**src/rtl/video_timing_gen.sv**
```systemverilog
// Raster timing generator: h/v counters, syncs, data-enable and pixel coordinates.
// Define VIDEO_TIMING_GEN_TEST_PATTERN_EN to add the 24-bit colour-bar rgb output.
module video_timing_gen #(
  parameter int H_ACTIVE = 640,
  parameter int H_FP     = 16,
  parameter int H_SYNC   = 96,
  parameter int H_BP     = 48,
  parameter int V_ACTIVE = 480,
  parameter int V_FP     = 10,
  parameter int V_SYNC   = 2,
  parameter int V_BP     = 33,
  parameter bit HS_POL   = 1'b0,
  parameter bit VS_POL   = 1'b0,
  parameter int CW       = 10
) (
  input  logic          pixclk,
  input  logic          rst_n,
  input  logic          en,
  output logic          hsync,
  output logic          vsync,
  output logic          de,
  output logic [CW-1:0] x,
  output logic [CW-1:0] y,
  output logic          line_start,
  output logic          frame_start
`ifdef VIDEO_TIMING_GEN_TEST_PATTERN_EN
  ,
  output logic [23:0]   rgb
`endif
);

  localparam int H_TOTAL = H_ACTIVE + H_FP + H_SYNC + H_BP;
  localparam int V_TOTAL = V_ACTIVE + V_FP + V_SYNC + V_BP;

  localparam logic [CW-1:0] H_LAST = CW'(H_TOTAL - 1);
  localparam logic [CW-1:0] V_LAST = CW'(V_TOTAL - 1);
  localparam logic [CW-1:0] H_ACT  = CW'(H_ACTIVE);
  localparam logic [CW-1:0] V_ACT  = CW'(V_ACTIVE);
  localparam logic [CW-1:0] HS_S   = CW'(H_ACTIVE + H_FP);
  localparam logic [CW-1:0] HS_E   = CW'(H_ACTIVE + H_FP + H_SYNC);
  localparam logic [CW-1:0] VS_S   = CW'(V_ACTIVE + V_FP);
  localparam logic [CW-1:0] VS_E   = CW'(V_ACTIVE + V_FP + V_SYNC);

  logic [CW-1:0] h_q, h_d;
  logic [CW-1:0] v_q, v_d;
  logic [CW-1:0] x_q, x_d;
  logic [CW-1:0] y_q, y_d;
  logic          de_q, de_d;
  logic          hs_q, hs_d;
  logic          vs_q, vs_d;
  logic          ls_q, ls_d;
  logic          fs_q, fs_d;

  always_comb begin
    h_d = h_q;
    v_d = v_q;
    if (en) begin
      if (h_q == H_LAST) begin
        h_d = '0;
        v_d = (v_q == V_LAST) ? '0 : v_q + CW'(1);
      end else begin
        h_d = h_q + CW'(1);
      end
    end
  end

  // Outputs derive from the next counter value so they line up with (h,v).
  always_comb begin
    de_d = (h_d < H_ACT) && (v_d < V_ACT);
    x_d  = de_d ? h_d : '0;
    y_d  = de_d ? v_d : '0;
    hs_d = ((h_d >= HS_S) && (h_d < HS_E)) ? HS_POL : ~HS_POL;
    vs_d = ((v_d >= VS_S) && (v_d < VS_E)) ? VS_POL : ~VS_POL;
    ls_d = en && (h_d == '0);
    fs_d = en && (h_d == '0) && (v_d == '0);
  end

  always_ff @(posedge pixclk or negedge rst_n) begin
    if (!rst_n) begin
      h_q  <= H_LAST;
      v_q  <= V_LAST;
      x_q  <= '0;
      y_q  <= '0;
      de_q <= 1'b0;
      hs_q <= ~HS_POL;
      vs_q <= ~VS_POL;
      ls_q <= 1'b0;
      fs_q <= 1'b0;
    end else begin
      h_q  <= h_d;
      v_q  <= v_d;
      x_q  <= x_d;
      y_q  <= y_d;
      de_q <= de_d;
      hs_q <= hs_d;
      vs_q <= vs_d;
      ls_q <= ls_d;
      fs_q <= fs_d;
    end
  end

  assign hsync       = hs_q;
  assign vsync       = vs_q;
  assign de          = de_q;
  assign x           = x_q;
  assign y           = y_q;
  assign line_start  = ls_q;
  assign frame_start = fs_q;

`ifdef VIDEO_TIMING_GEN_TEST_PATTERN_EN
  localparam int BAR = H_ACTIVE / 8;
  localparam logic [CW-1:0] B1 = CW'(BAR * 1);
  localparam logic [CW-1:0] B2 = CW'(BAR * 2);
  localparam logic [CW-1:0] B3 = CW'(BAR * 3);
  localparam logic [CW-1:0] B4 = CW'(BAR * 4);
  localparam logic [CW-1:0] B5 = CW'(BAR * 5);
  localparam logic [CW-1:0] B6 = CW'(BAR * 6);
  localparam logic [CW-1:0] B7 = CW'(BAR * 7);

  logic [23:0] rgb_q, rgb_d;

  always_comb begin
    rgb_d = 24'h000000;
    if (de_d) begin
      if      (x_d < B1) rgb_d = 24'hFFFFFF;
      else if (x_d < B2) rgb_d = 24'hFFFF00;
      else if (x_d < B3) rgb_d = 24'h00FFFF;
      else if (x_d < B4) rgb_d = 24'h00FF00;
      else if (x_d < B5) rgb_d = 24'hFF00FF;
      else if (x_d < B6) rgb_d = 24'hFF0000;
      else if (x_d < B7) rgb_d = 24'h0000FF;
      else               rgb_d = 24'h000000;
    end
  end

  always_ff @(posedge pixclk or negedge rst_n) begin
    if (!rst_n) rgb_q <= '0;
    else        rgb_q <= rgb_d;
  end

  assign rgb = rgb_q;
`endif

endmodule
```
**config.mk**
```make
export PLATFORM = sky130hd
export DESIGN_NAME = video_timing_gen
export DESIGN_NICKNAME = d
export VERILOG_FILES = /design/src/rtl/video_timing_gen.sv
export SDC_FILE = /design/constraint.sdc
export NUM_CORES = 1
export LEC_CHECK = 0
export ABC_CLOCK_PERIOD_IN_PS = 3600
export CAP_MARGIN = 20
export CORE_UTILIZATION = 30
export CTS_CLUSTER_DIAMETER = 150
export DETAILED_ROUTE_END_ITERATION = 10
export REMOVE_ABC_BUFFERS = 1
export SETUP_SLACK_MARGIN = 0.02
export SYNTH_ARGS = -nofsm -noshare
export SYNTH_HDL_FRONTEND = slang
export SYNTH_SLANG_ARGS = --single-unit
```
**constraint.sdc**
```tcl
create_clock -name pixclk -period 3.6 [get_ports pixclk]
set_clock_uncertainty 0.1 [all_clocks]
set_input_delay 0.9 -clock pixclk [delete_from_list [all_inputs] [get_ports pixclk]]
set_output_delay 0.9 -clock pixclk [all_outputs]
set_load 0.005 [all_outputs]
```
# Word level (Yosys, flattened, before mapping)
# Cells that the tools add are included.
# Widths: inputs -> output; s select.
# op_classes
reduce_logical	7
eq_ne	2
order_cmp	6
n_addsub	2
muxes	9
# ops
op	count
$mux 10	7
$add 10x1->10 const B	2
$eq 10x10->1 const B	2
$logic_not 10->1	2
$lt 10x10->1 const B	2
$lt 10x9->1 const B	2
$ge 10x10->1 const B	1
$ge 10x9->1 const B	1
$logic_and 1x1->1	5
$mux 1	2
# word_totals
out_inout_bits	25
input_bits	3
ff_bits	45

# Longest topological paths before layout
# Gate-level depths: netlist of run 1.
# depth
depth_word	7
mapped_depth	10
depth_no_buf	8

# Worst setup path after synthesis of run 1
# OpenSTA, ideal clock, no wires.
# synth_path
path_kind	input to register
from	input port en
to	register fs_q, in the netlist frame_start
arrival_ns	2.588
stages	7
slack_ns	0.807
required_time_ns	3.395
path_buffers	1
cell_sequence	buf_4 and3_1 nand3_1 or3_4 xnor2_2 or4_1 nor4b_1
# synth_between
word_cells_on_any_way	6
cone_classes	mux: 2; reduce/logical: 4
# synth_rtl
element	line_no	text
from (decl)	18	input logic en,
$mux 10	57	if (en) begin
via v_d[8]	45	logic [CW-1:0] v_q, v_d;
$logic_not 10->1	75	fs_d = en && (h_d == '0) && (v_d == '0);
$logic_and 1x1->1	75	
via fs_d	52	logic fs_q, fs_d;
to (signal assigned)	98	fs_q <= fs_d;
to (decl)	52	
# The timed path passes the listed nets, and every way through them passes these cells.

# Worst setup path after layout of run 1
# layout_path
from	input port en
to	register fs_q, in the netlist frame_start
# layout_between
elab_chain_cells	4
word_cells_on_any_way	6
cone_classes	mux: 2; reduce/logical: 4
# layout_lines
element	line_no	text
$mux 10	57	
via h_d[9]	44	logic [CW-1:0] h_q, h_d;
$logic_not 10->1	n/a	
$logic_and 1x1->1	n/a	
via ls_d	51	logic ls_q, ls_d;
$logic_and 1x1->1	75	
via fs_d	52	
# The timed path passes the listed nets, and every way through them passes these cells.

==> results of run 1 <==
-- final cells by class --
class	count	area (um^2)
well taps	99	124
clock inverters	1	5.00
inverters	11	41.3
flip-flops and latches	45	1140
multi-input cells	144	965
repair buffers	37	360
fillers	721	4480
clock buffers	7	96.3
-- registers in the layout, indices dropped and copies added (netlist names) --
register     cells
h_q             10
v_q             10
x               10
frame_start      1
vsync            1
y               10
de               1
line_start       1
hsync            1
-- worst max path at each step --
stage / endpoint / slack, ns
2_1_floorplan: vsync / 0.52
3_3_place_gp: frame_start / 0.22
3_5_place_dp: frame_start / 0.13
4_1_cts: frame_start / 0.44
5_1_grt: x[0] / 0.29
6_report: frame_start / 0.48
-- per-layer routing --
layer | share of wire (%) | GRT usage, %
met3 | 3.6 | 2.92
met2 | 44 | 20.5
met1 | 51 | 19.9
met5 | 0 | 0
met4 | 1.4 | 3.96
-- Yosys cell counts, types with 4 or more instances --
library cell	number
dfrtp_1	33
nor2_1	16
nand2_1	15
nor3b_1	13
dfstp_2	12
inv_1	11
nand3_1	11
xnor2_1	10
o21ai_0	9
buf_2	8
nor3_1	8
nand4_1	5
nor4_1	5
a21oi_1	4
a31oi_1	4
-- power breakdown --
part / switching [mW] / total [mW] / internal (mW)
sequential: 0.0963 / 0.705 / 0.609
clock: 0.168 / 0.342 / 0.174
combinational: 0.180 / 0.375 / 0.195
total: 0.444 / 1.42 / 0.978
-- through the flow --
stage	total power, mW	hold slack [ns]	utilization (%)
finish	1.42	0.453	37.9
global route	1.51	0.476	37.9
CTS	1.44	0.456	37.5
detailed placement	1.09	0.440	36.1
global placement	1.07	0.438	36.1
floorplan	0.901	0.410	-
-- cell families after synthesis --
group | share of synthesized area [%]
AND/OR/NAND/NOR | 26.9
flip-flops | 51.4
AO/OA/AOI/OAI | 7.83
buffers and inverters | 5.18
XOR/XNOR | 5.41
adder cells (fa/ha/maj) | 1.69
multiplexers | 1.41
other | 0.169
==> qor.csv, run 1 <==
stage,metric,value,unit
logic_synthesis,Post-Syn Instances,214,
power_and_ir_drop,peak supply drop,0.276,mV
clock_network,CTS Buf Count,5,
logic_synthesis,asr flop ratio synth,100,%
clock_network,CTS tree,built,
clock_network,CTS Buffer Depth,2,
worst_setup_path,"Slowest-stage cell, CP",nor4b_1,
die,Die ar.,7750,um^2
final_layout,Area Growth Syn to Fin,23.0,%
logic_synthesis,yosys synthesis warning count,0,
worst_setup_path,worst reg2reg path startpoint,h_q[0],
clock_network,CTS root buf,clkbuf_8,
logic_synthesis,Synth Cell Area,2220,um^2
final_layout,nets,250,
logic_synthesis,number of synthesized flops with an enable pin,0,
worst_setup_path,R2R Setup Slk,0.78,ns
worst_setup_path,Max stage delay on crit path,0.57,ns
status,status,finished clean,
drt,initial DRC count,90,
drt,Avg Vias per Cell,4.81,
final_layout,"most common cell after layout, fill and taps aside",dfrtp_1,
clock_network,Skew-Pair Late Insertion Delay,0.30,ns
worst_setup_path,reg2reg end,vsync,
placed_design,pre-CTS setup slack,0.126,ns
timing,setup tns final,0,ns
clock_network,Setup Buffers After CTS,0,
logic_synthesis,Synth area leaders,"dfrtp_1, dfstp_2, nor3b_1",
power_and_ir_drop,pwr/cell area,520,nW/um^2
drt,drt first pass iters,4,
worst_setup_path,CP Class,in -> reg,
worst_setup_path,Critical path origin,en,
grt,GRT overflow,0,
timing,fmax,320,MHz
die,Die Y,88.0,um
die,# IOs,28,
placed_design,post-DP HPWL,3.42,mm
logic_synthesis,Synth area leader,dfrtp_1,
logic_synthesis,register bit total from synthesis,45,
timing,"Worst Setup Slack, final",0.479,ns
timing,worst slew pin tran,0.544,ns
die,Die X,88.0,um
worst_setup_path,CP Launch Type,primary input,
grt,Total GRT Usage,13.7,%
die,row count,31,
die,Core Box Area,7210,um^2
final_layout,Final Non-Filler Cells,344,
logic_synthesis,syn_area_per_cell,10.4,um^2
worst_setup_path,CP Cell Sequence,clkdlybuf4s50_1 -> buf_4 -> and4_1 -> nand4_1 -> nand3_1 -> o21ai_0 -> nor4b_1 -> nor4b_1,
worst_setup_path,crit path max fanout,7,
drt,vias post-DR,1653,
die,initial core utilization,30.8,%
drt,per-cell routed wire length,14.0,um
power_and_ir_drop,leak pwr,1.15,nW
worst_setup_path,CP arrival,3.21,ns
clock_network,Resized cells post-CTS,0,
worst_setup_path,WP buf/inv,2,
worst_setup_path,Worst R2R Path Depth,7,
placed_design,gpl congestion,0.854,
grt,vias in the first global route,1662,
drt,DR DRC count,0,
logic_synthesis,Synth cell types,45,
clock_network,clock sink total,45,
grt,first-pass GRT wire length,8.14,mm
worst_hold_path,Hold Crit Class,in -> async,
drt,DRT Wirelength,4.81,mm
placed_design,Placement Cell Area,2600,um^2
worst_setup_path,Top delay family on crit path,simple AND/OR/NAND/NOR gates,
placed_design,PortBufs,27,
final_layout,Finished Cell Area,2730,um^2
grt,initial antenna violation count,0,
drt,Antenna Violating Nets Remaining,0,
final_layout,"commonest non-fill, non-tap cells in the layout","dfrtp_1, clkdlybuf4s50_1, nor2_1",
run,Max Cap Viol,0,
timing,final slew viol count,0,
timing,RSZ-0062 raised after global routing,no,
timing,Final Hold Fails,0,
timing,count of final setup violators,0,
worst_setup_path,"Req. time, crit path",3.69,ns
logic_synthesis,Main synth FF type,dfrtp_1,
worst_setup_path,"most used cell, CP",nor4b_1,
worst_setup_path,Crit. End Element,flip-flop,
grt,largest net degree at the start of global routing,46,
clock_network,H-tree Lvls,2,
timing,slew margin rel.,63.2,%
clock_network,"Reg clk slew, reported paths",0.08,ns
worst_setup_path,cell depth of the worst setup path,8,
logic_synthesis,Synth top area share,37.2,%
timing,Tmin final,3.12,ns
timing,final period utilization,86.7,%
logic_synthesis,post-synthesis sequential area ratio,51.4,%
final_layout,share of layout cells above drive strength 1,15.5,%
final_layout,ANT cells,0,
placed_design,DP Cell Count,335,
clock_network,cts hold-fix bufs,0,
Power figures use the tool's default switching activity.
==> run 2: changes to the inputs <==
ABC_CLOCK_PERIOD_IN_PS = not set   (was 3600)
==> results of run 2 <==
The final DEF is identical to that of run 1; final timing and power are the same.
==> run 3: changes to the inputs <==
CORE_MARGIN = 4   (was not set)
GPL_ROUTABILITY_DRIVEN = 0   (was not set)
==> qor.csv, run 3 (synthesis results as in run 1) <==
stage,metric,value,unit,change
grt,initial antenna violation count,0,,unchanged
worst_hold_path,Hold Crit Class,reg -> reg,,
timing,Final Hold Fails,0,,unchanged
worst_setup_path,"Req. time, crit path",3.67,ns,-0.02 ns
worst_setup_path,CP Class,in -> reg,,
grt,met1 usage,16.0,%,-3.9 points
drt,per-cell routed wire length,14.1,um,+0.86%
grt,routing usage on met3,3.69,%,+0.76 points
die,initial core utilization,30.8,%,unchanged
die,Die X,94.0,um,+6.8%
clock_network,Skew-Pair Late Insertion Delay,0.29,ns,about the same
clock_network,Setup Buffers After CTS,0,,unchanged
timing,final slew viol count,0,,unchanged
drt,vias post-DR,1690,,+2.2%
final_layout,"commonest non-fill, non-tap cells in the layout","dfrtp_1, clkdlybuf4s50_1, nor2_1",,
timing,RSZ-0062 raised after global routing,no,,
grt,Total GRT Usage,11.9,%,-1.9 points
drt,DR DRC count,0,,unchanged
timing,final period utilization,92.4,%,+5.7 points
clock_network,"Reg clk slew, reported paths",0.07,ns,about the same
clock_network,CTS Buf Count,5,,unchanged
timing,worst hold slack,0.447,ns,-0.00616 ns
die,Core Box Area,7210,um^2,unchanged
power_and_ir_drop,leak pwr,1.12,nW,-2.5%
final_layout,Final Non-Filler Cells,342,,-0.58%
grt,vias in the first global route,1689,,+1.6%
drt,Antenna Violating Nets Remaining,0,,unchanged
timing,slew margin rel.,60.8,%,-2.5 points
final_layout,"Core Util, Final",37.3,%,-0.61 points
timing,worst slew pin tran,0.580,ns,+0.0363 ns
status,status,finished clean,,
grt,met2 usage,17.7,%,-2.8 points
final_layout,Area Growth Syn to Fin,21.1,%,
clock_network,CTS Buffer Depth,2,,unchanged
drt,Avg Vias per Cell,4.94,,+2.8%
timing,"Worst Setup Slack, final",0.272,ns,-0.207 ns
placed_design,pre-CTS setup slack,0.0169,ns,-0.109 ns
die,Die Y,94.0,um,+6.8%
worst_setup_path,Crit. End Element,flip-flop,,
grt,GRT overflow,0,,unchanged
final_layout,share of layout cells above drive strength 1,13.6,%,-1.9 points
die,# IOs,28,,unchanged
timing,count of final setup violators,0,,unchanged
clock_network,H-tree Lvls,2,,unchanged
run,Max Cap Viol,0,,unchanged
timing,Tmin final,3.33,ns,+0.207 ns
timing,setup tns final,0,ns,unchanged
drt,DRT Wirelength,4.83,mm,+0.27%
die,row count,31,,unchanged
worst_setup_path,crit path max fanout,7,,unchanged
die,Die ar.,8840,um^2,+14%
clock_network,cts hold-fix bufs,0,,unchanged
placed_design,PortBufs,27,,unchanged
drt,drt first pass iters,4,,unchanged
final_layout,nets,248,,-0.80%
timing,fmax,300,MHz,-6.2%
final_layout,"most common cell after layout, fill and taps aside",dfrtp_1,,
grt,largest net degree at the start of global routing,46,,unchanged
clock_network,Resized cells post-CTS,0,,unchanged
worst_setup_path,CP arrival,3.40,ns,+0.19 ns
clock_network,CTS tree,built,,
power_and_ir_drop,peak supply drop,0.214,mV,-22%
clock_network,CTS root buf,clkbuf_8,,
placed_design,DP Cell Count,333,,-0.60%
grt,first-pass GRT wire length,8.31,mm,+2.1%
power_and_ir_drop,pwr/cell area,500,nW/um^2,-4.0%
clock_network,clock sink total,45,,unchanged
drt,initial DRC count,89,,-1.1%
placed_design,post-DP HPWL,3.44,mm,+0.42%
grt,GR peak layer,met2,,
worst_setup_path,CP Launch Type,primary input,,
final_layout,ANT cells,0,,unchanged
-- run 3: worst paths after layout --
kind,from,to,slack [ns],cells past startpoint
max,en,frame_start,0.27,8
min,h_q[2],h_q[2],0.45,1
max reg2reg,h_q[0],frame_start,0.67,7
min reg2reg,h_q[2],h_q[2],0.45,1
max in group asynchronous,rst_n,h_q[2],2.37,2
min in group asynchronous,rst_n,v_q[0],0.46,1
-- run 3: per-stage QoR --
step	power [mW]	cell area, um^2
detailed placement	1.06	2590
CTS	1.37	2670
global placement	1.06	2590
floorplan	0.901	2150
finish	1.34	2690
global route	1.45	2690
-- run 3: power breakdown --
group          internal, mW  switching [mW]
Combinational         0.183           0.168
Sequential            0.609          0.0881
Clock                 0.138           0.157
Total                 0.930           0.413
-- run 3: final cells by class --
class | count | area, um^2
tap | 99 | 124
inverter | 11 | 41.3
clock buffer | 8 | 80.1
multi-input combinational | 144 | 965
timing repair buffer | 35 | 338
sequential | 45 | 1140
fill | 738 | 4530
-- run 3: layer usage --
metal  wire [um]  part of all wire (%)
met3         289                   6.0
met2        2190                    45
met5           0                     0
met1        2270                    47
met4          77                   1.6
-- run 3: worst max-delay path, stage by stage --
cell             delay, ns
clkdlybuf4s50_1       0.52
buf_4                 0.17
and4_1                0.34
nand4_1               0.18
nand3_1               0.11
o21ai_0               0.21
nor4b_1               0.62
nor4b_1               0.34
